### src/rtl/pcs_pkg.sv
// Shared 10GBASE-R PCS definitions: sync headers, clause 49 lock
// defaults, lock-state encoding and a sync-header validity helper.
package pcs_pkg;

  localparam int HEAD_W = 2;

  localparam logic [HEAD_W-1:0] SYNC_HEAD_CTRL = 2'b10;
  localparam logic [HEAD_W-1:0] SYNC_HEAD_DATA = 2'b01;

  localparam int SH_CNT_N       = 64;
  localparam int SH_INV_MAX     = 16;
  localparam int SLIP_WAIT_N    = 2;
  localparam int HI_BER_TIMER_N = 20141;
  localparam int HI_BER_MAX     = 16;

  typedef enum logic [1:0] {
    LS_TEST = 2'd0,
    LS_SLIP = 2'd1,
    LS_WAIT = 2'd2
  } lock_state_e;

  function automatic logic sh_valid(
    input logic [HEAD_W-1:0] h
  );
    return h[1] ^ h[0];
  endfunction

endpackage

### src/rtl/pcs_rx_block_lock_if.sv
// Gearbox <-> block-lock bundle.
// master = gearbox side, slave = lock engine.
interface pcs_rx_block_lock_if;
  import pcs_pkg::*;

  logic              valid_i;
  logic [HEAD_W-1:0] head_i;
  logic              slip_v_o;
  logic              lock_v_o;
  logic              hi_ber_v_o;

  modport master (
    output valid_i, head_i,
    input  slip_v_o, lock_v_o, hi_ber_v_o
  );

  modport slave (
    input  valid_i, head_i,
    output slip_v_o, lock_v_o, hi_ber_v_o
  );

endinterface

### src/rtl/pcs_rx_block_lock_hi_ber.sv
// High-BER monitor: counts bad sync headers while locked over a
// free-running window; only built with PCS_RX_HI_BER_EN.
// Ports: clk, reset (async, high), valid_i, sh_ok, lock_i -> hi_ber_o.
`ifdef PCS_RX_HI_BER_EN
module pcs_rx_hi_ber #(
  parameter int TIMER_N = 20141,
  parameter int BER_MAX = 16
) (
  input  logic clk,
  input  logic reset,
  input  logic valid_i,
  input  logic sh_ok,
  input  logic lock_i,
  output logic hi_ber_o
);

  localparam int TW = $clog2(TIMER_N);

  logic [TW-1:0] timer_q, timer_d;
  logic [4:0]    ber_q, ber_d;
  logic          hi_q, hi_d;
  logic          wrap;

  always_comb begin
    wrap    = (timer_q == TW'(TIMER_N - 1));
    timer_d = wrap ? '0 : timer_q + TW'(1);
    hi_d    = hi_q | (ber_q >= 5'(BER_MAX));
    ber_d   = ber_q;
    if (!lock_i)
      ber_d = '0;
    else if (valid_i && !sh_ok && ber_q != 5'h1f)
      ber_d = ber_q + 5'd1;
    // A window that stayed below the limit clears the flag.
    if (wrap) begin
      ber_d = '0;
      if (ber_q < 5'(BER_MAX))
        hi_d = 1'b0;
    end
  end

  always_ff @(posedge clk or posedge reset) begin
    if (reset) begin
      timer_q <= '0;
      ber_q   <= '0;
      hi_q    <= 1'b0;
    end else begin
      timer_q <= timer_d;
      ber_q   <= ber_d;
      hi_q    <= hi_d;
    end
  end

  assign hi_ber_o = hi_q;

endmodule
`endif

### src/rtl/pcs_rx_block_lock.sv
// 10GBASE-R RX block lock: slips the gearbox until SH_CNT_N clean
// sync headers are seen, then holds lock until SH_INV_MAX bad ones
// land in one window. Optional hi-BER monitor: PCS_RX_HI_BER_EN.
// Ports: clk, reset (async, high), bl (slave: valid_i, head_i in;
// slip_v_o, lock_v_o, hi_ber_v_o out).
module pcs_rx_block_lock #(
  parameter int SH_CNT_N       = pcs_pkg::SH_CNT_N,
  parameter int SH_INV_MAX     = pcs_pkg::SH_INV_MAX,
`ifdef PCS_RX_HI_BER_EN
  parameter int HI_BER_TIMER_N = pcs_pkg::HI_BER_TIMER_N,
  parameter int HI_BER_MAX     = pcs_pkg::HI_BER_MAX,
`endif
  parameter int SLIP_WAIT_N    = pcs_pkg::SLIP_WAIT_N
) (
  input  logic                      clk,
  input  logic                      reset,
  pcs_rx_block_lock_if.slave        bl
);
  import pcs_pkg::*;

  localparam logic [1:0] TEST = LS_TEST;
  localparam logic [1:0] SLIP = LS_SLIP;
  localparam logic [1:0] WAIT = LS_WAIT;
  localparam int WW = $clog2(SLIP_WAIT_N + 1);

  logic [1:0]    state_q, state_d;
  logic [6:0]    sh_cnt_q, sh_cnt_d, sh_cnt_inc;
  logic [4:0]    inv_q, inv_d, inv_inc;
  logic [WW-1:0] wait_q, wait_d;
  logic          lock_q, lock_d;
  logic          sh_ok;

  assign sh_ok = sh_valid(bl.head_i);

  always_comb begin
    state_d    = state_q;
    sh_cnt_d   = sh_cnt_q;
    inv_d      = inv_q;
    wait_d     = wait_q;
    lock_d     = lock_q;
    sh_cnt_inc = sh_cnt_q + 7'd1;
    inv_inc    = inv_q + {4'd0, ~sh_ok};
    unique case (1'b1)
      (state_q == TEST): begin
        if (bl.valid_i) begin
          sh_cnt_d = sh_cnt_inc;
          inv_d    = inv_inc;
          // Slip takes priority over window end.
          if (!sh_ok &&
              (!lock_q || inv_inc == 5'(SH_INV_MAX))) begin
            state_d = SLIP;
          end else if (sh_cnt_inc == 7'(SH_CNT_N)) begin
            if (inv_inc == 5'd0)
              lock_d = 1'b1;
            sh_cnt_d = '0;
            inv_d    = '0;
          end
        end
      end
      (state_q == SLIP): begin
        state_d  = WAIT;
        lock_d   = 1'b0;
        sh_cnt_d = '0;
        inv_d    = '0;
        wait_d   = '0;
      end
      (state_q == WAIT): begin
        if (bl.valid_i) begin
          if (wait_q == WW'(SLIP_WAIT_N - 1)) begin
            state_d = TEST;
            wait_d  = '0;
          end else begin
            wait_d = wait_q + WW'(1);
          end
        end
      end
      default: state_d = TEST;
    endcase
  end

  always_ff @(posedge clk or posedge reset) begin
    if (reset) begin
      state_q  <= TEST;
      sh_cnt_q <= '0;
      inv_q    <= '0;
      wait_q   <= '0;
      lock_q   <= 1'b0;
    end else begin
      state_q  <= state_d;
      sh_cnt_q <= sh_cnt_d;
      inv_q    <= inv_d;
      wait_q   <= wait_d;
      lock_q   <= lock_d;
    end
  end

  assign bl.slip_v_o = (state_q == SLIP);
  assign bl.lock_v_o = lock_q;

`ifdef PCS_RX_HI_BER_EN
  pcs_rx_hi_ber #(
    .TIMER_N (HI_BER_TIMER_N),
    .BER_MAX (HI_BER_MAX)
  ) u_hi_ber (
    .clk      (clk),
    .reset    (reset),
    .valid_i  (bl.valid_i),
    .sh_ok    (sh_ok),
    .lock_i   (lock_q),
    .hi_ber_o (bl.hi_ber_v_o)
  );
`else
  assign bl.hi_ber_v_o = 1'b0;
`endif

endmodule

### src/flat_wrapper.sv
// flat-port wrapper written by rule: the top's interface ports become plain ports
module pcs_rx_block_lock_flat import pcs_pkg::*;
#(
  parameter int SH_CNT_N       = pcs_pkg::SH_CNT_N,
  parameter int SH_INV_MAX     = pcs_pkg::SH_INV_MAX,

  parameter int SLIP_WAIT_N    = pcs_pkg::SLIP_WAIT_N
)
  (clk, reset, bl_valid_i, bl_head_i, bl_slip_v_o, bl_lock_v_o, bl_hi_ber_v_o);
  pcs_rx_block_lock_if bl_i ();
  input  logic clk;
  input  logic reset;
  input wire logic [$bits(bl_i.valid_i)-1:0] bl_valid_i;
  input wire logic [$bits(bl_i.head_i)-1:0] bl_head_i;
  output wire logic [$bits(bl_i.slip_v_o)-1:0] bl_slip_v_o;
  output wire logic [$bits(bl_i.lock_v_o)-1:0] bl_lock_v_o;
  output wire logic [$bits(bl_i.hi_ber_v_o)-1:0] bl_hi_ber_v_o;
  assign bl_i.valid_i = bl_valid_i;
  assign bl_i.head_i = bl_head_i;
  assign bl_slip_v_o = bl_i.slip_v_o;
  assign bl_lock_v_o = bl_i.lock_v_o;
  assign bl_hi_ber_v_o = bl_i.hi_ber_v_o;
  pcs_rx_block_lock #(.SH_CNT_N(SH_CNT_N), .SH_INV_MAX(SH_INV_MAX), .SLIP_WAIT_N(SLIP_WAIT_N)) u_core (.clk(clk), .reset(reset), .bl(bl_i));
endmodule
### config.mk
export PLATFORM = sky130hd
export DESIGN_NAME = pcs_rx_block_lock_flat
export DESIGN_NICKNAME = d
export VERILOG_FILES = /design/src/rtl/pcs_pkg.sv /design/src/rtl/pcs_rx_block_lock_if.sv /design/src/rtl/pcs_rx_block_lock_hi_ber.sv /design/src/rtl/pcs_rx_block_lock.sv /design/src/flat_wrapper.sv
export SDC_FILE = /design/constraint.sdc
export NUM_CORES = 1
export LEC_CHECK = 0
export CAP_MARGIN = 5
export CORE_ASPECT_RATIO = 1.25
export CORE_MARGIN = 1
export CORE_UTILIZATION = 34
export CTS_CLUSTER_SIZE = 10
export DETAILED_ROUTE_END_ITERATION = 7
export GPL_TIMING_DRIVEN = 0
export SLEW_MARGIN = 25
export SYNTH_ARGS = -nofsm -noshare
export SYNTH_HDL_FRONTEND = slang
export SYNTH_SLANG_ARGS = --single-unit
### constraint.sdc
create_clock -name clk -period 2.4 [get_ports clk]
set_clock_uncertainty 0.2 [all_clocks]
set_input_delay 0.36 -clock clk [delete_from_list [all_inputs] [get_ports clk]]
set_output_delay 0.36 -clock clk [all_outputs]
set_load 0.01 [all_outputs]
==> impl_metrics.csv, run 1 <==
group,metric,value,unit
outcome,status,"finished clean",
clocking,holdBufCountCts,0,
floorplan,chipWidth,50.11,um
detailed_routing,drt-initial-drc-count,30,
place,dp_hpwl,1.384,mm
timing,setup_viol,0,
finish,n_antenna_cell,0,
logic_synthesis,syn_nets,115,
setup_path,cp_top_family,"buffers and inverters",
power_and_ir_drop,p_leak,0.4863,nW
clocking,cts_buffer_depth,2,
logic_synthesis,yosysUniqueCellTypes,38,
clocking,cts-root-buf,"clkbuf_4",
clocking,clock-sinks,17,
timing,fmax,439.1,MHz
grt,grt_max_degree,18,
setup_path,cp-end-kind,"flip-flop",
setup_path,worst-path-buf-inv,1,
detailed_routing,vias_per_cell,5.263,
setup_path,cp_slowest_cell,"clkdlybuf4s50_1",
finish,drive_above_1_share,14.41,%
setup_path,critPathMaxFanout,6,
floorplan,fp.dieH,62.13,um
clocking,clkTransAtPathRegs,100,ps
setup_path,cp.required,2400,ps
detailed_routing,drt-pass1-iter-count,4,
floorplan,dieArea,0.003113,mm2
power_and_ir_drop,power_density,942.5,mW/mm2
logic_synthesis,synthCells,107,
setup_path,regToRegSetupSlack,280,ps
finish,finish.utilization,42.44,%
clocking,htreeDepth,1,
timing,worstMarginPinSlew,649.5,ps
timing,period_needed,2277,ps
floorplan,fp.coreArea,0.002706,mm2
timing,fin_crit_sh,94.89,%
grt,grt_first_pass_wirelength,3.312,mm
job,cap_violations,0,
setup_path,setup.worst_path.start_class,"primary input",
place,gp_congestion,0.7898,
detailed_routing,wire_per_inst,12.40,um
finish,area.growth.synth_to_final,16.79,%
timing,hold_violations,0,
grt,grt.total_usage,13.92,%
power_and_ir_drop,power,1.083,mW
detailed_routing,routed_wl,1.885,mm
finish,fin_nets,127,
floorplan,initial_utilization,36.34,%
clocking,cts_made_buffers,3,
power_and_ir_drop,vdd_drop_max,0.5220,mV
grt,antenna_found_initial,0,
detailed_routing,ant_nets,0,
logic_synthesis,syn_area_per_cell,9.191,um2
clocking,clk_latency,300,ps
place,port_buffers,6,
setup_path,cpPeakStageDelay,500,ps
logic_synthesis,seq_area_frac_synth,43.26,%
clocking,cts_tree,"yes",
grt,grt_pass1_vias,750,
timing,drv_slew,0,
timing,rsz0062_at_grt,"no",
logic_synthesis,netlist_area,983.4,um2
detailed_routing,drcViolationCount,0,
grt,grt_overflow,0,
floorplan,rows,21,
detailed_routing,vias,800,
setup_path,critPathArrivalTime,2280,ps
logic_synthesis,yosysWarnings,0,
worst_hold_path,hp-class,"in -> async",
setup_path,cp_cell_sequence,"clkdlybuf4s50_1 -> xnor2_2 -> ha_1 -> ha_2 -> nand3_2 -> xor2_2 -> nor4_2 -> a21oi_2 -> o41ai_2",
timing,slew_headroom,56.65,%
setup_path,path_class,"in -> reg",
floorplan,io_pins,8,
logic_synthesis,ys_ff_latch,17,
timing,fin_tns_setup,0,ps
## registers in the layout, indices dropped and copies added (netlist names)
name,count
u_core.bl.lock_v_o,1
u_core.inv_q,5
u_core.sh_cnt_q,7
u_core.state_q,2
u_core.wait_q,2
## per-stage QoR
stage                     area [um2]  instances  hold WS, ps  setup WS, ps
after floorplan                983.4        107        86.07         181.0
after global placement          1086        147        257.6        -512.9
after detailed placement        1086        147        281.5        -541.2
after CTS                       1127        152        283.7         35.94
after global routing            1149        152        332.4         1.022
final                           1149        152        246.7         122.7
## kinds of logic (layout without fill, tap and decap cells)
logic type / after synthesis / after routing / synth area share, %
AOI/OAI and AO/OA: 28 / 28 / 19.34
xor gates and xnor gates: 5 / 5 / 4.454
adders and majority gates: 3 / 3 / 3.817
buffers and inverters: 11 / 22 / 4.707
DFF: 17 / 17 / 43.26
other: 1 / 1 / 0.3813
and+or+nand+nor: 42 / 42 / 24.05
## layer usage
metal	share of wire (%)	GRT usage, %
met5	0	0
met1	48	18.56
met3	1.5	2.941
met2	49	21.67
met4	1.5	5.357
## report_power, final
group / switching [mW] / internal, mW
clock network: 0.0919 / 0.0648
registers: 0.0994 / 0.389
logic: 0.244 / 0.193
total: 0.436 / 0.647
## final cells by class
type / instances / area [um2]
Fill cell: 262 / 1558
Multi-Input combinational cell: 79 / 540.5
Sequential cell: 17 / 425.4
Timing Repair Buffer: 7 / 67.56
Tap cell: 34 / 42.54
Inverter: 8 / 30.03
Clock buffer: 4 / 26.28
Buffer: 3 / 16.27
## layout by cell type (no fill, tap or decap), types with 3 or more instances in the layout
cell type and count:
nor2_1 6, o21ai_0 11, dfrtp_1 17, clkbuf_4 3, clkdlybuf4s50_1 6, nand3_1 4, inv_1 8, nand2_1 14
a21oi_1 4
## final timing paths
path | startpoint | to | depth (start not counted)
setup / recovery | bl_head_i[1] | u_core.sh_cnt_q[6] | 9
hold / removal | reset | u_core.sh_cnt_q[3] | 2
setup reg to reg | u_core.sh_cnt_q[1] | u_core.inv_q[1] | 6
hold reg to reg | u_core.bl.lock_v_o | u_core.state_q[0] | 1
max in group asynchronous | reset | u_core.state_q[0] | 2
min in group clk | u_core.bl.lock_v_o | u_core.state_q[0] | 1
## cells in the mapped netlist (all sizes together)
library cell,instances,area share [%]
clkbuf,1,0.38
nand2b,2,1.3
conb,1,0.38
nor2b,1,0.64
nand3b,2,1.5
nand4,1,0.64
o211ai,2,1.5
ha,3,3.8
o21ai,11,5.6
xnor2,3,2.7
o22ai,1,0.64
nand2,15,6.0
nor3b,1,1.9
dfrtp,17,43
or2b,1,0.76
o31ai,1,0.76
a32o,2,2.0
xor2,2,1.8
nor2,6,2.3
buf,2,1.3
or2,1,0.64
a21oi,5,2.9
nor4b,2,1.8
a41oi,1,0.89
and4,1,0.89
nand3,5,2.5
o21bai,1,0.76
and3,1,0.64
a32oi,1,0.89
a211oi,1,0.76
a22o,1,0.89
o41ai,1,1.7
nor4,3,2.5
inv,8,3.1
## what timing repair did
item,in CTS,in global routing
buffers inserted,1,0
gates resized for setup,1,4
setup endpoints to repair,7,6
pin swaps,1,0
(Power assumes the default switching activity.)
==> run 2: changes to the inputs <==
- CAP_MARGIN: 5 -> unset
==> results of run 2 <==
The final DEF is identical to that of run 1; final timing and power are the same.
==> run 3: changes to the inputs <==
- MAX_ROUTING_LAYER: unset -> met4
==> run 3 against run 2 <==
Net effect:
- first-iteration DRC count grew 3.3%
- cell area did not move
- critical endpoint unchanged
- via count is 0.13% lower
- largest cell class unchanged
- flip-flop and latch count unchanged
- critical path depth did not move
==> impl_metrics.csv, run 3 (same netlist as run 1, synthesis figures left out) <==
group,metric,value,unit
timing,fin_crit_sh,94.93,%
clocking,clock-sinks,17,
place,gp_congestion,0.8009,
setup_path,cp.required,2400,ps
grt,grt.total_usage,14.31,%
finish,fin_nets,127,
timing,rsz0062_at_grt,"no",
timing,slew_headroom,56.63,%
clocking,cts_buffer_depth,2,
detailed_routing,wire_per_inst,12.39,um
detailed_routing,ant_nets,0,
grt,grt_max_degree,18,
clocking,clk_latency,300,ps
grt,grt_first_pass_wirelength,3.312,mm
power_and_ir_drop,power_density,942.4,mW/mm2
timing,period_needed,2278,ps
floorplan,chipWidth,50.11,um
power_and_ir_drop,vdd_drop_max,0.5220,mV
detailed_routing,drt-pass1-iter-count,4,
finish,n_antenna_cell,0,
detailed_routing,drcViolationCount,0,
detailed_routing,vias_per_cell,5.257,
place,dp_cells,147,
finish,final_cell_mix,"dfrtp_1, nand2_1, o21ai_0",
setup_path,cp-end-kind,"flip-flop",
clocking,cts_made_buffers,3,
setup_path,critPathArrivalTime,2280,ps
detailed_routing,vias,799,
power_and_ir_drop,power_frac_seq,45.1,%
setup_path,setup.worst_path.start_class,"primary input",
floorplan,fp.coreArea,0.002706,mm2
floorplan,fp.dieH,62.13,um
power_and_ir_drop,power.internal,0.6470,mW
timing,hold_violations,0,
clocking,cts_tree,"yes",
power_and_ir_drop,netSwitchingFraction,40.23,%
place,dp_hpwl,1.384,mm
power_and_ir_drop,p_comb_share,40.4,%
power_and_ir_drop,power,1.082,mW
timing,fin_tns_setup,0,ps
finish,top_regs,"u_core.sh_cnt_q (7), u_core.inv_q (5)",
setup_path,r2r-start,"u_core.sh_cnt_q[1]",
detailed_routing,routed_wl,1.884,mm
outcome,status,"finished clean",
power_and_ir_drop,p_leak,0.4863,nW
floorplan,io_pins,8,
grt,grt_pass1_vias,749,
finish,area.growth.synth_to_final,16.79,%
job,cap_violations,0,
finish,finish.utilization,42.44,%
setup_path,critPathMaxFanout,6,
finish,regMostFlops,"u_core.sh_cnt_q",
detailed_routing,drt-initial-drc-count,31,
timing,setup_viol,0,
timing,holdWs,247.3,ps
timing,fmax,438.9,MHz
finish,drive_above_1_share,14.41,%
floorplan,rows,21,
floorplan,initial_utilization,36.34,%
grt,grt_overflow,0,
finish,largest_reg_flops,7,
clocking,htreeDepth,1,
finish,layout_commonest_cell,"dfrtp_1",
timing,drv_slew,0,
setup_path,startpoint,"bl_head_i[1]",
power_and_ir_drop,power_switching,0.4354,mW
place,port_buffers,6,
clocking,cts-root-buf,"clkbuf_4",
clocking,clkTransAtPathRegs,100,ps
worst_hold_path,hp-class,"in -> async",
grt,antenna_found_initial,0,
timing,worstMarginPinSlew,649.8,ps
setup_path,path_class,"in -> reg",
floorplan,dieArea,0.003113,mm2
clocking,holdBufCountCts,0,
power_and_ir_drop,clock_power_share,14.5,%
finish,instances_no_fill,152,
## run 3: cell counts in the layout (fill, tap and decap cells not counted)
No cell type changed its count.
## run 3: area by class of cell
cell class	instances	area, um2
well taps	34	42.54
plain buffers	3	16.27
multi-input cells	79	540.5
flip-flops and latches	17	425.4
fillers	262	1558
inverters	8	30.03
repair buffers	7	67.56
clock buffers	4	26.28
## run 3: repair_timing
action / CTS / global route
pin swaps: 1 / 0
cloned: 0 / 0
endpoints found under the setup margin: 7 / 6
setup buffers: 1 / 0
gates resized for setup: 1 / 4
## run 3: path summary, 6_finish.rpt
path	end	slack (ps)	cells past startpoint
setup / recovery	u_core.sh_cnt_q[6]	120	9
hold / removal	u_core.sh_cnt_q[3]	250	2
setup reg to reg	u_core.inv_q[1]	280	6
hold reg to reg	u_core.state_q[0]	300	1
max in group asynchronous	u_core.state_q[0]	1330	2
min in group clk	u_core.state_q[0]	300	1
## run 3: power by group through the flow
stage               logic [mW]  registers [mW]  clock network [mW]
global route             0.510           0.507               0.171
detailed placement       0.430           0.488                   0
finish                   0.437           0.488               0.157
floorplan                0.334           0.470                   0
CTS                      0.438           0.482               0.159
global placement         0.421           0.486                   0
## run 3: metal layers
layer | wire, um | track usage [%] | vias up
li1 | - | - | 401
met1 | 901 | 18.56 | 387
met2 | 930 | 21.67 | 7
met3 | 26 | 2.941 | 4
met4 | 26 | 5.357 | 0
met5 | 0 | - | -
## run 3: stage by stage
step	area (um2)	worst slack, ps
final	1149	121.6
after CTS	1127	35.94
after global placement	1086	-512.9
after floorplan	983.4	181.0
after global routing	1149	1.025
after detailed placement	1086	-541.2
## run 3: critical path: stages
cell             delay, ps
clkdlybuf4s50_1        500
xnor2_2                130
ha_1                   190
ha_2                   210
nand3_2                120
xor2_2                 180
nor4_2                 240
a21oi_2                110
o41ai_2                240
